==> src/rtl/seq_divider_32by16.sv <==
// Sequential restoring divider, 32-bit dividend by 16-bit divisor, one quotient bit per clock.
// Optional macro SEQDIV_ERR_CHECK_EN adds overflow / divide-by-zero detection with early exit.
module seq_divider_32by16 #(
    parameter int N  = 16,
    parameter int N2 = 32
) (
    input  logic          clk,
    input  logic          rst_n,
    input  logic          start,
    input  logic [N2-1:0] dividend,
    input  logic [N-1:0]  divisor,
    output logic          busy,
    output logic          done,
    output logic [N-1:0]  quotient,
    output logic [N-1:0]  remainder,
    output logic          overflow,
    output logic          div_by_zero,
    output logic [1:0]    state_dbg
);
    localparam int CW = $clog2(N + 1);

    typedef enum logic [1:0] {IDLE = 2'd0, RUN = 2'd1, DONE = 2'd2} state_t;

    state_t        state;
    logic [N-1:0]  prem;
    logic [N-1:0]  dvd_lo;
    logic [N-1:0]  div_q;
    logic [CW-1:0] count;
    logic [N:0]    rem_shift;
    logic          fits;
    logic [N-1:0]  rem_next;
    logic [N-1:0]  quo_next;

    // dvd_lo doubles as the quotient accumulator: dividend bits leave at the top
    // while quotient bits enter at the bottom.
    always_comb begin
        rem_shift = {prem, dvd_lo[N-1]};
        fits      = rem_shift >= {1'b0, div_q};
        rem_next  = fits ? N'(rem_shift - {1'b0, div_q}) : rem_shift[N-1:0];
        quo_next  = {dvd_lo[N-2:0], fits};
    end

    assign state_dbg = state;

`ifdef SEQDIV_ERR_CHECK_EN
    logic ovf_q;
    logic dbz_q;
    assign overflow    = ovf_q;
    assign div_by_zero = dbz_q;
`else
    assign overflow    = 1'b0;
    assign div_by_zero = 1'b0;
`endif

    always_ff @(posedge clk or negedge rst_n) begin
        if (!rst_n) begin
            state     <= IDLE;
            busy      <= 1'b0;
            done      <= 1'b0;
            quotient  <= '0;
            remainder <= '0;
            prem      <= '0;
            dvd_lo    <= '0;
            div_q     <= '0;
            count     <= '0;
`ifdef SEQDIV_ERR_CHECK_EN
            ovf_q     <= 1'b0;
            dbz_q     <= 1'b0;
`endif
        end else begin
            case (state)
                IDLE: begin
                    if (start) begin
                        div_q  <= divisor;
                        prem   <= dividend[N2-1:N];
                        dvd_lo <= dividend[N-1:0];
                        count  <= CW'(N);
                        busy   <= 1'b1;
`ifdef SEQDIV_ERR_CHECK_EN
                        ovf_q  <= 1'b0;
                        dbz_q  <= 1'b0;
                        if (divisor == '0) begin
                            dbz_q     <= 1'b1;
                            quotient  <= '1;
                            remainder <= dividend[N-1:0];
                            done      <= 1'b1;
                            state     <= DONE;
                        end else if (dividend[N2-1:N] >= divisor) begin
                            // Quotient cannot fit in N bits when the high half already reaches the divisor
                            ovf_q     <= 1'b1;
                            quotient  <= '1;
                            remainder <= '0;
                            done      <= 1'b1;
                            state     <= DONE;
                        end else begin
                            state <= RUN;
                        end
`else
                        state <= RUN;
`endif
                    end
                end
                RUN: begin
                    prem   <= rem_next;
                    dvd_lo <= quo_next;
                    count  <= count - 1'b1;
                    if (count == CW'(1)) begin
                        quotient  <= quo_next;
                        remainder <= rem_next;
                        done      <= 1'b1;
                        state     <= DONE;
                    end
                end
                DONE: begin
                    done  <= 1'b0;
                    busy  <= 1'b0;
                    state <= IDLE;
                end
                default: begin
                    done  <= 1'b0;
                    busy  <= 1'b0;
                    state <= IDLE;
                end
            endcase
        end
    end
endmodule
==> config.mk <==
export PLATFORM = sky130hd
export DESIGN_NAME = seq_divider_32by16
export DESIGN_NICKNAME = d
export VERILOG_FILES = /design/src/rtl/seq_divider_32by16.sv
export SDC_FILE = /design/constraint.sdc
export NUM_CORES = 1
export LEC_CHECK = 0
export ABC_CLOCK_PERIOD_IN_PS = 3000
export CAP_MARGIN = 20
export CORE_ASPECT_RATIO = 0.75
export CORE_MARGIN = 2
export CORE_UTILIZATION = 63
export DETAILED_ROUTE_END_ITERATION = 12
export DONT_BUFFER_PORTS = 1
export GPL_TIMING_DRIVEN = 1
export HOLD_SLACK_MARGIN = 0.02
export PLACE_DENSITY = 0.79
export SLEW_MARGIN = 40
export SYNTH_ARGS = -nofsm -noshare
export SYNTH_HDL_FRONTEND = slang
export SYNTH_SLANG_ARGS = --single-unit
==> constraint.sdc <==
create_clock -name clk -period 3 [get_ports clk]
set_input_delay 0.9 -clock clk [delete_from_list [all_inputs] [get_ports clk]]
set_output_delay 0.9 -clock clk [all_outputs]
set_load 0.005 [all_outputs]
### Word-level counts from Yosys, hierarchy flattened

Index checks and enable logic that the tools add are counted.

| word-level totals | value |
|---|---|
| flip-flop bits (word level) | 89 |
| input bits | 51 |
| output and inout bits | 38 |
| logic and storage cells | 40 |

| operators by class | value |
|---|---|
| add/sub/neg operators | 2 |
| $lt $le $gt $ge | 1 |
| equal/unequal tests | 4 |
| muxes and demuxes | 14 |
| bitwise gates (word level) | 2 |
| reduce and logical (&&, ||, !) cells | 8 |

Operators by type and width:

| cell | number |
|---|---|
| 16-bit one-hot mux with 2 select lines | 2 |
| 16-bit two-way mux | 3 |
| 17-bit by 16-bit >= comparator with 1-bit output | 1 |
| 16-bit subtractor | 1 |
| 2-bit AND reduction | 6 |
| 5-bit one-hot mux with 2 select lines | 1 |
| 5-bit by 1-bit equality test with 1-bit output (second input constant) | 1 |
| 5-bit two-way mux | 1 |
| 5-bit by 1-bit subtractor with 5-bit output (second input constant) | 1 |
| 2-bit two-way mux | 2 |
| 2-bit inequality test (second input constant) | 2 |
| 1-bit one-hot mux with 2 select lines | 2 |
| 2-bit one-hot mux with 2 select lines | 1 |
| 2-bit by 1-bit equality test with 1-bit output (second input constant) | 1 |
| 2-bit logical NOT | 1 |
| 1-bit two-way mux | 2 |
| 1-bit inverter | 2 |
| 2-bit nonzero test | 1 |

### Depth between registers and ports, before layout

Gate-level depths: netlist of run 1.

| logic depth | value |
|---|---|
| word-level depth | 3 |
| gate-level depth with buffers | 11 |
| mapped depth without buffers | 11 |

### Worst setup path after synthesis of run 1

Ideal clock, no wire load.

| timing path | value |
|---|---|
| kind | reg-to-reg |
| start point | register prem[5] |
| end point | register dvd_lo[0] |
| setup time | 0.126 ns |
| arrival | 2.336 ns |
| required time | 2.874 ns |
| path slack | 0.538 ns |
| cell stages (with the launch flop) | 10 |
| path buffers | 2 |
| period minus slack after synthesis | 2.462 ns |
| cell sequence | dfrtp_1 -> ha_1 -> buf_6 -> a21o_1 -> a221o_1 -> a21o_1 -> a31o_1 -> buf_6 -> and2_4 -> a221o_1 |

| on the way | value |
|---|---|
| longest elaborated chain between the ends | 2 |

Ends and longest elaborated chain:

| item | RTL line | RTL |
|---|---|---|
| start, declared | 25 | `logic [N-1:0] prem;` |
| start signal, assigned | 75 | `prem <= dividend[N2-1:N];` |
| start signal, assigned | 104 | `prem <= rem_next;` |
| 17-bit by 16-bit >= comparator with 1-bit output | 38 | `fits = rem_shift >= {1'b0, div_q};` |
| 16-bit one-hot mux with 2 select lines | 71 | `case (state)` |
| end signal, assigned | 76 | `dvd_lo <= dividend[N-1:0];` |
| end signal, assigned | 105 | `dvd_lo <= quo_next;` |
| end, declared | 26 | `logic [N-1:0] dvd_lo;` |

No other way between the ends.
A chain may end at the register's enable or synchronous reset.

### Final worst setup path of run 1

| timing path | value |
|---|---|
| start point | register div_q[1] |
| end point | register prem[4] |

| on the way | value |
|---|---|
| longest elaborated chain between the ends | 3 |
| elaborated cells on any way between the ends | 4 |
| classes of those cells | add/sub (1); order compare (1); mux (2) |

Ends and longest elaborated chain:

| item | RTL line | RTL |
|---|---|---|
| start, declared | 27 | `logic [N-1:0] div_q;` |
| start signal, assigned | 74 | `div_q <= divisor;` |
| 16-bit subtractor or 17-bit by 16-bit >= comparator with 1-bit output (tied branches) | 39, 38 |  |
| 16-bit two-way mux * | 39 | `rem_next = fits ? N'(rem_shift - {1'b0, div_q}) : rem_shift[N-1:0];` |
| 16-bit one-hot mux with 2 select lines * | 71 |  |

Every way passes the cells marked *; elsewhere a longest branch is shown, timed or not.

==> out/qor.csv, run 1 <==
metric,value,unit
status,completed,
Power Dens Cells,1470,mW/mm²
synthesized cell area,0.00457,mm²
post-DP HPWL,8090,µm
Final Max Slew Viols,0,
max_cap viols,0,
routed len/inst,18.8,µm
vias in the first global route,3574,
Cell variety after synth,45,
initial DRC count,240,
"area leader, netlist",dfrtp_1,
first-pass GRT wire length,18700,µm
IO Port Bufs,0,
Synth top area share,48.8,%
layout cell share with drive strength beyond 1,6.60,%
Final ANT Viol Nets,0,
fillers,569,
clk_lat worst skew,0.36,ns
"Clk pin slew, worst setup/hold paths",0.09,ns
combinational cell fraction of total power,57.0,%
design area,0.00484,mm²
YS warnings,0,
Hold Path Class,in -> async,
routed via count,3656,
"Seq/Total Area, Yosys",48.8,%
Post-synth top cells,"nand2_1, dfrtp_1, o21ai_0",
sequential share of power,31.9,%
worst-path cell chain,"inv_1, ha_1, nor2b_1, o21ai_1, a21oi_1, a21o_1, a31o_1, buf_12, mux2i_1, o21ai_0",
Setup crit end kind,register,
synth top area cells,"dfrtp_1, nand2_1, o21ai_0",
grt ovf,0,
RSZ-0062 raised after global routing,false,
Tcrit/Tclk final,93.0,%
post-placement cell area,0.00465,mm²
"slowest stage delay, CP",0.45,ns
drc violations,0,
fin cells,598,
Sink Count,89,
Num CTS Buffers,9,
initial antenna violation count,0,
n_diodes,0,
NumNets Final,565,
Rows,26,
Layout Skew,0.0117,ns
worst path required time,3.22,ns
Starting Density,65.9,%
post-route core utilization,69.8,%
GRT Total Usage,30.9,%
Die Height,77.7,µm
cell count after synthesis,506,
total die area,0.00795,mm²
Leak,2.31,nW
Final Hold Vio Count,0,
critical path class,reg -> reg,
P_int,3.71,mW
H-Tree Depth,3,
CP max stage cell,a21oi_1,
fmax,0.358,GHz
Startpoint Class,register,
Max Root-Sink Buffers,2,
RD Place Congestion,0.927,
Layout Area Growth over Synthesis,5.97,%
First-pass DRT Iterations,5,
number of flops mapped to enable cells by yosys,0,
Slew HR,66.5,%
placed cells,582,
Core ar.,0.00693,mm²
clock root cell,clkbuf_8,
clock power share,11.2,%
most numerous cell in the Yosys netlist,nand2_1,
crit path time final,2.79,ns
Slew @ Worst Pin,0.502,ns
"Async S/R FF share, synth",100,%
Setup-failing EPs final,0,
Psw,3.39,mW
Yosys reg bits,89,
Sw Share,47.8,%
die width,102,µm
detailed-route wire length,11300,µm
CTS hold repair buffers,0,
CP Max Fanout,21,
TritonCTS clock tree,yes,
Post-synth top flop,dfrtp_1,
worst vdd rail ir drop,0.617,mV
Mapped Avg Cell Area,9.03,µm²
vias per std cell,6.11,
setup tns final,0,ns
largest net degree at the start of global routing,90,
Top Ports,89,
post-CTS setup buffers,0,
crit path DAT,3.01,ns
[worst paths after layout]
path | start | to | slack, ns | depth (start not counted)
worst min register to register | dvd_lo[15] | dvd_lo[15] | 0.50 | 2
worst min-delay path | rst_n | remainder[1] | 0.22 | 0
max in group asynchronous | rst_n | div_q[11] | 2.64 | 0
worst max-delay path | div_q[1] | prem[4] | 0.21 | 10
worst max register to register | div_q[1] | prem[4] | 0.21 | 10
min in group clk | dvd_lo[15] | dvd_lo[15] | 0.50 | 2
[metal layers]
layer | GRT usage (%) | wire (µm) | vias up
met4 | 6.00 | 110 | 0
met1 | 50.1 | 5530 | 1762
met5 | 0 | 0 | -
met3 | 8.65 | 1030 | 12
li1 | - | - | 1726
met2 | 41.3 | 4600 | 156
[power by group through the flow]
stage | Sequential [mW] | Clock [mW] | Combinational, mW
floorplan | 2.12 | 0 | 3.01
global placement | 2.26 | 0 | 3.85
detailed placement | 2.27 | 0 | 3.91
CTS | 2.25 | 0.803 | 3.94
global route | 2.33 | 0.867 | 4.50
finish | 2.26 | 0.793 | 4.04
[cell families (layout without fill, tap and decap cells)]
kind of cell    count (synthesis)  after routing  synth area share [%]
mux                            13             13                  2.88
simple gates                  181            181                  16.8
other cells                     1              2                0.0821
xor+xnor                       13             13                  2.49
fa+ha+maj                      19             19                  5.37
compound gates                135            135                  18.5
flops                          89             89                  48.8
buf+inv                        55             48                  5.12
[cells in the final DEF, fill, tap and decap left out, types with 5 or more instances in the layout]
master	netlist	layout
mux2i_1	12	12
nand3_1	9	9
nor2_1	12	10
xor2_1	6	6
dfrtp_1	89	89
a21oi_1	16	16
clkbuf_8	0	10
ha_1	18	18
buf_4	2	6
o21ai_0	54	53
xnor2_1	7	7
a21o_1	8	8
nor3_1	10	10
nand2_1	130	130
a22oi_1	28	28
nand4_1	5	5
inv_1	24	24
[registers in the layout, summed over array words and instances, names as in the netlist]
signal	count
busy	1
count	5
div_q	16
done	1
dvd_lo	16
prem	16
quotient	16
remainder	16
state_dbg	2
[area by class of cell]
type                            count  area (µm²)  area share [%]
Timing Repair Buffer                8        85.1            1.76
Multi-Input combinational cell    363        2130            44.0
Clock buffer                       10         138            2.84
Inverter                           24        90.1            1.86
Tap cell                           98         123            2.53
Clock inverter                      6        50.0            1.03
Sequential cell                    89        2230            46.0
[critical path: cells and delay by family (launching register included)]
family | cells | cell delay (ns)
AO/OA/AOI/OAI | 5 | 1.19
adder cells (fa/ha/maj) | 1 | 0.32
buffers and inverters | 2 | 0.29
flip-flops | 1 | 0.34
multiplexers | 1 | 0.33
AND/OR/NAND/NOR | 1 | 0.17
[per-stage QoR]
stage	hold WS (ns)	worst slack [ns]	total power, mW
after global placement	0.465	0.256	6.12
after floorplan	0.446	0.538	5.13
after global routing	0.194	0.00604	7.70
after detailed placement	0.476	0.206	6.18
final	0.222	0.209	7.10
after CTS	0.209	0.171	7.00
[repair_timing]
action | 4_1_cts | 5_1_grt
gates resized for setup | 0 | 3
endpoints found under the hold margin | 0 | 0
setup endpoints to repair | 0 | 12
Note: power is estimated with default switching activity, not from simulation.
==> run 2: changes to the inputs <==
--- a/config.mk
+++ b/config.mk
@@ -7,14 +7,16 @@
 export LEC_CHECK = 0
 export ABC_CLOCK_PERIOD_IN_PS = 3000
 export CAP_MARGIN = 20
+export CELL_PAD_IN_SITES_DETAIL_PLACEMENT = 1
+export CELL_PAD_IN_SITES_GLOBAL_PLACEMENT = 1
 export CORE_ASPECT_RATIO = 0.75
 export CORE_MARGIN = 2
-export CORE_UTILIZATION = 63
+export CORE_UTILIZATION = 48
 export DETAILED_ROUTE_END_ITERATION = 12
 export DONT_BUFFER_PORTS = 1
 export GPL_TIMING_DRIVEN = 1
 export HOLD_SLACK_MARGIN = 0.02
-export PLACE_DENSITY = 0.79
+export PLACE_DENSITY_LB_ADDON = 0.1
 export SLEW_MARGIN = 40
 export SYNTH_ARGS = -nofsm -noshare
 export SYNTH_HDL_FRONTEND = slang
==> run 2 against run 1 <==
First-iteration DRC count increased by 6.7%; critical endpoint is now dvd_lo[0]; register-to-register slack worse by 0.04 ns; critical path type unchanged; via count fell by 0.33%; largest cell class unchanged.
==> out/qor.csv, run 2 (synthesis results as in run 1) <==
metric,value,unit,change
GRT Total Usage,26.1,%,-4.9 points
met1 Usage GRT,40.3,%,-9.8 points
Power Dens Cells,1520,mW/mm²,+3.7%
die width,117,µm,+14%
GR Layer Usage met2,35.8,%,-5.5 points
grt ovf,0,,unchanged
H-Tree Depth,3,,unchanged
fillers,1078,,+89%
Die Height,88.5,µm,+14%
total die area,0.0103,mm²,+30%
Hold Path Class,in -> async,,
met3 Track Usage GR,7.95,%,-0.70 points
vias in the first global route,3580,,+0.17%
"slowest stage delay, CP",0.47,ns,+0.02 ns
crit path DAT,3.05,ns,+0.04 ns
clock root cell,clkbuf_16,,
area of the multi-input gates,0.00213,mm²,about the same
initial antenna violation count,0,,unchanged
Num CTS Buffers,9,,unchanged
flip-flop and latch area,0.00223,mm²,unchanged
Sink Count,89,,unchanged
first-pass GRT wire length,20100,µm,+7.6%
CP Buf/Inv Count,1,,-1
Startpoint Class,register,,
Top Ports,89,,unchanged
post-DP HPWL,9300,µm,+15%
n_diodes,0,,unchanged
worst vdd rail ir drop,0.556,mV,-9.8%
Final Max Slew Viols,0,,unchanged
Starting Density,49.9,%,-16 points
CP max stage cell,ha_1,,
placed cells,615,,+5.7%
worst path required time,3.22,ns,about the same
RSZ-0062 raised after global routing,false,,
crit path time final,2.83,ns,+0.0379 ns
RD Place Congestion,0.899,,-3.0%
CP Max Fanout,21,,unchanged
global route hottest layer,met1,,
fin cells,631,,+5.5%
worst-path cell chain,"ha_1, a21o_1, a221o_1, a21o_1, a31o_1, buf_12, and2_4, a221o_1",,
status,completed,,
routed via count,3644,,-0.33%
Final ANT Viol Nets,0,,unchanged
NumNets Final,568,,+0.53%
Final Hold Vio Count,0,,unchanged
largest net degree at the start of global routing,90,,unchanged
FF-to-FF Start,prem[5],,
Setup-failing EPs final,0,,unchanged
most frequent cells in the layout,"nand2_1, dfrtp_1, o21ai_0",,
critical path class,reg -> reg,,
crit path from,prem[5],,
First-pass DRT Iterations,4,,-1
Tcrit/Tclk final,94.3,%,+1.3 points
Core ar.,0.00916,mm²,+32%
layout cell share with drive strength beyond 1,7.16,%,+0.56 points
Rows,30,,+15%
drc violations,0,,unchanged
vias per std cell,5.77,,-5.5%
detailed-route wire length,12800,µm,+14%
"delay-heaviest family, CP",compound AO/OA/AOI/OAI gates,,
post-CTS setup buffers,0,,unchanged
routed len/inst,20.3,µm,+7.8%
setup tns final,0,ns,unchanged
Max Root-Sink Buffers,2,,unchanged
Setup crit end kind,register,,
"Clk pin slew, worst setup/hold paths",0.07,ns,-0.02 ns
max_cap viols,0,,unchanged
Layout Area Growth over Synthesis,9.70,%,
clk_lat worst skew,0.34,ns,-0.02 ns
Leak,2.38,nW,+3.1%
TritonCTS clock tree,yes,,
IO Port Bufs,0,,unchanged
post-route core utilization,54.7,%,-15 points
"commonest non-fill, non-tap cell in the layout",nand2_1,,
fmax,0.354,GHz,-1.3%
Layout Skew,0.00703,ns,-0.00471 ns
initial DRC count,256,,+6.7%
[run 2: changes by cell type in the layout (fill, tap and decap cells not counted)]
cell,change
a2111oi_1,-1
clkbuf_8,-9
buf_12,-1
clkbuf_16,+9
clkinvlp_4,-1
o21ai_1,-1
buf_4,+4
bufinv_16,+1
a2111oi_0,+1
o21ai_0,+1
[run 2: where the power goes]
part	total, mW	internal [mW]	switching [mW]
Clock	1.18	0.680	0.496
Combinational	4.16	1.59	2.57
Sequential	2.28	1.79	0.489
Total	7.62	4.06	3.56
[run 2: final timing paths]
kind	endpoint	slack, ns	cells after the start
min in group clk	div_q[0]	0.49	2
max in group asynchronous	state_dbg[1]	2.62	0
setup / recovery	dvd_lo[0]	0.17	8
setup reg to reg	dvd_lo[0]	0.17	8
hold reg to reg	div_q[0]	0.49	2
hold / removal	div_q[1]	0.25	0
[run 2: through the flow]
step           cell area, µm²  total power, mW  worst slack [ns]  hold slack, ns
2_1_floorplan            4570             5.13             0.538           0.446
3_3_place_gp             4690             6.18             0.294           0.468
3_5_place_dp             4690             6.33             0.190           0.476
4_1_cts                  5010             7.60             0.187           0.243
5_1_grt                  5010             8.22            0.0400           0.235
6_report                 5010             7.62             0.171           0.250
[run 2: cell type report]
cell class / count / share of cell area [%]
sequential: 89 / 44.5
multi-input combinational: 363 / 42.4
clock buffer: 10 / 4.77
tap: 128 / 3.20
timing repair buffer: 11 / 1.90
inverter: 24 / 1.80
clock inverter: 6 / 1.45
[run 2: what timing repair did]
action | 4_1_cts | 5_1_grt
setup endpoints to repair | 0 | 11
endpoints found under the hold margin | 0 | 0
hold buffers | 0 | 0
gates resized for setup | 0 | 1
[run 2: layer usage]
metal  share of wire (%)  wire length, µm
met1                  50             6350
met2                  42             5320
met3                 8.0             1030
met4                0.86              110
met5                   0                0
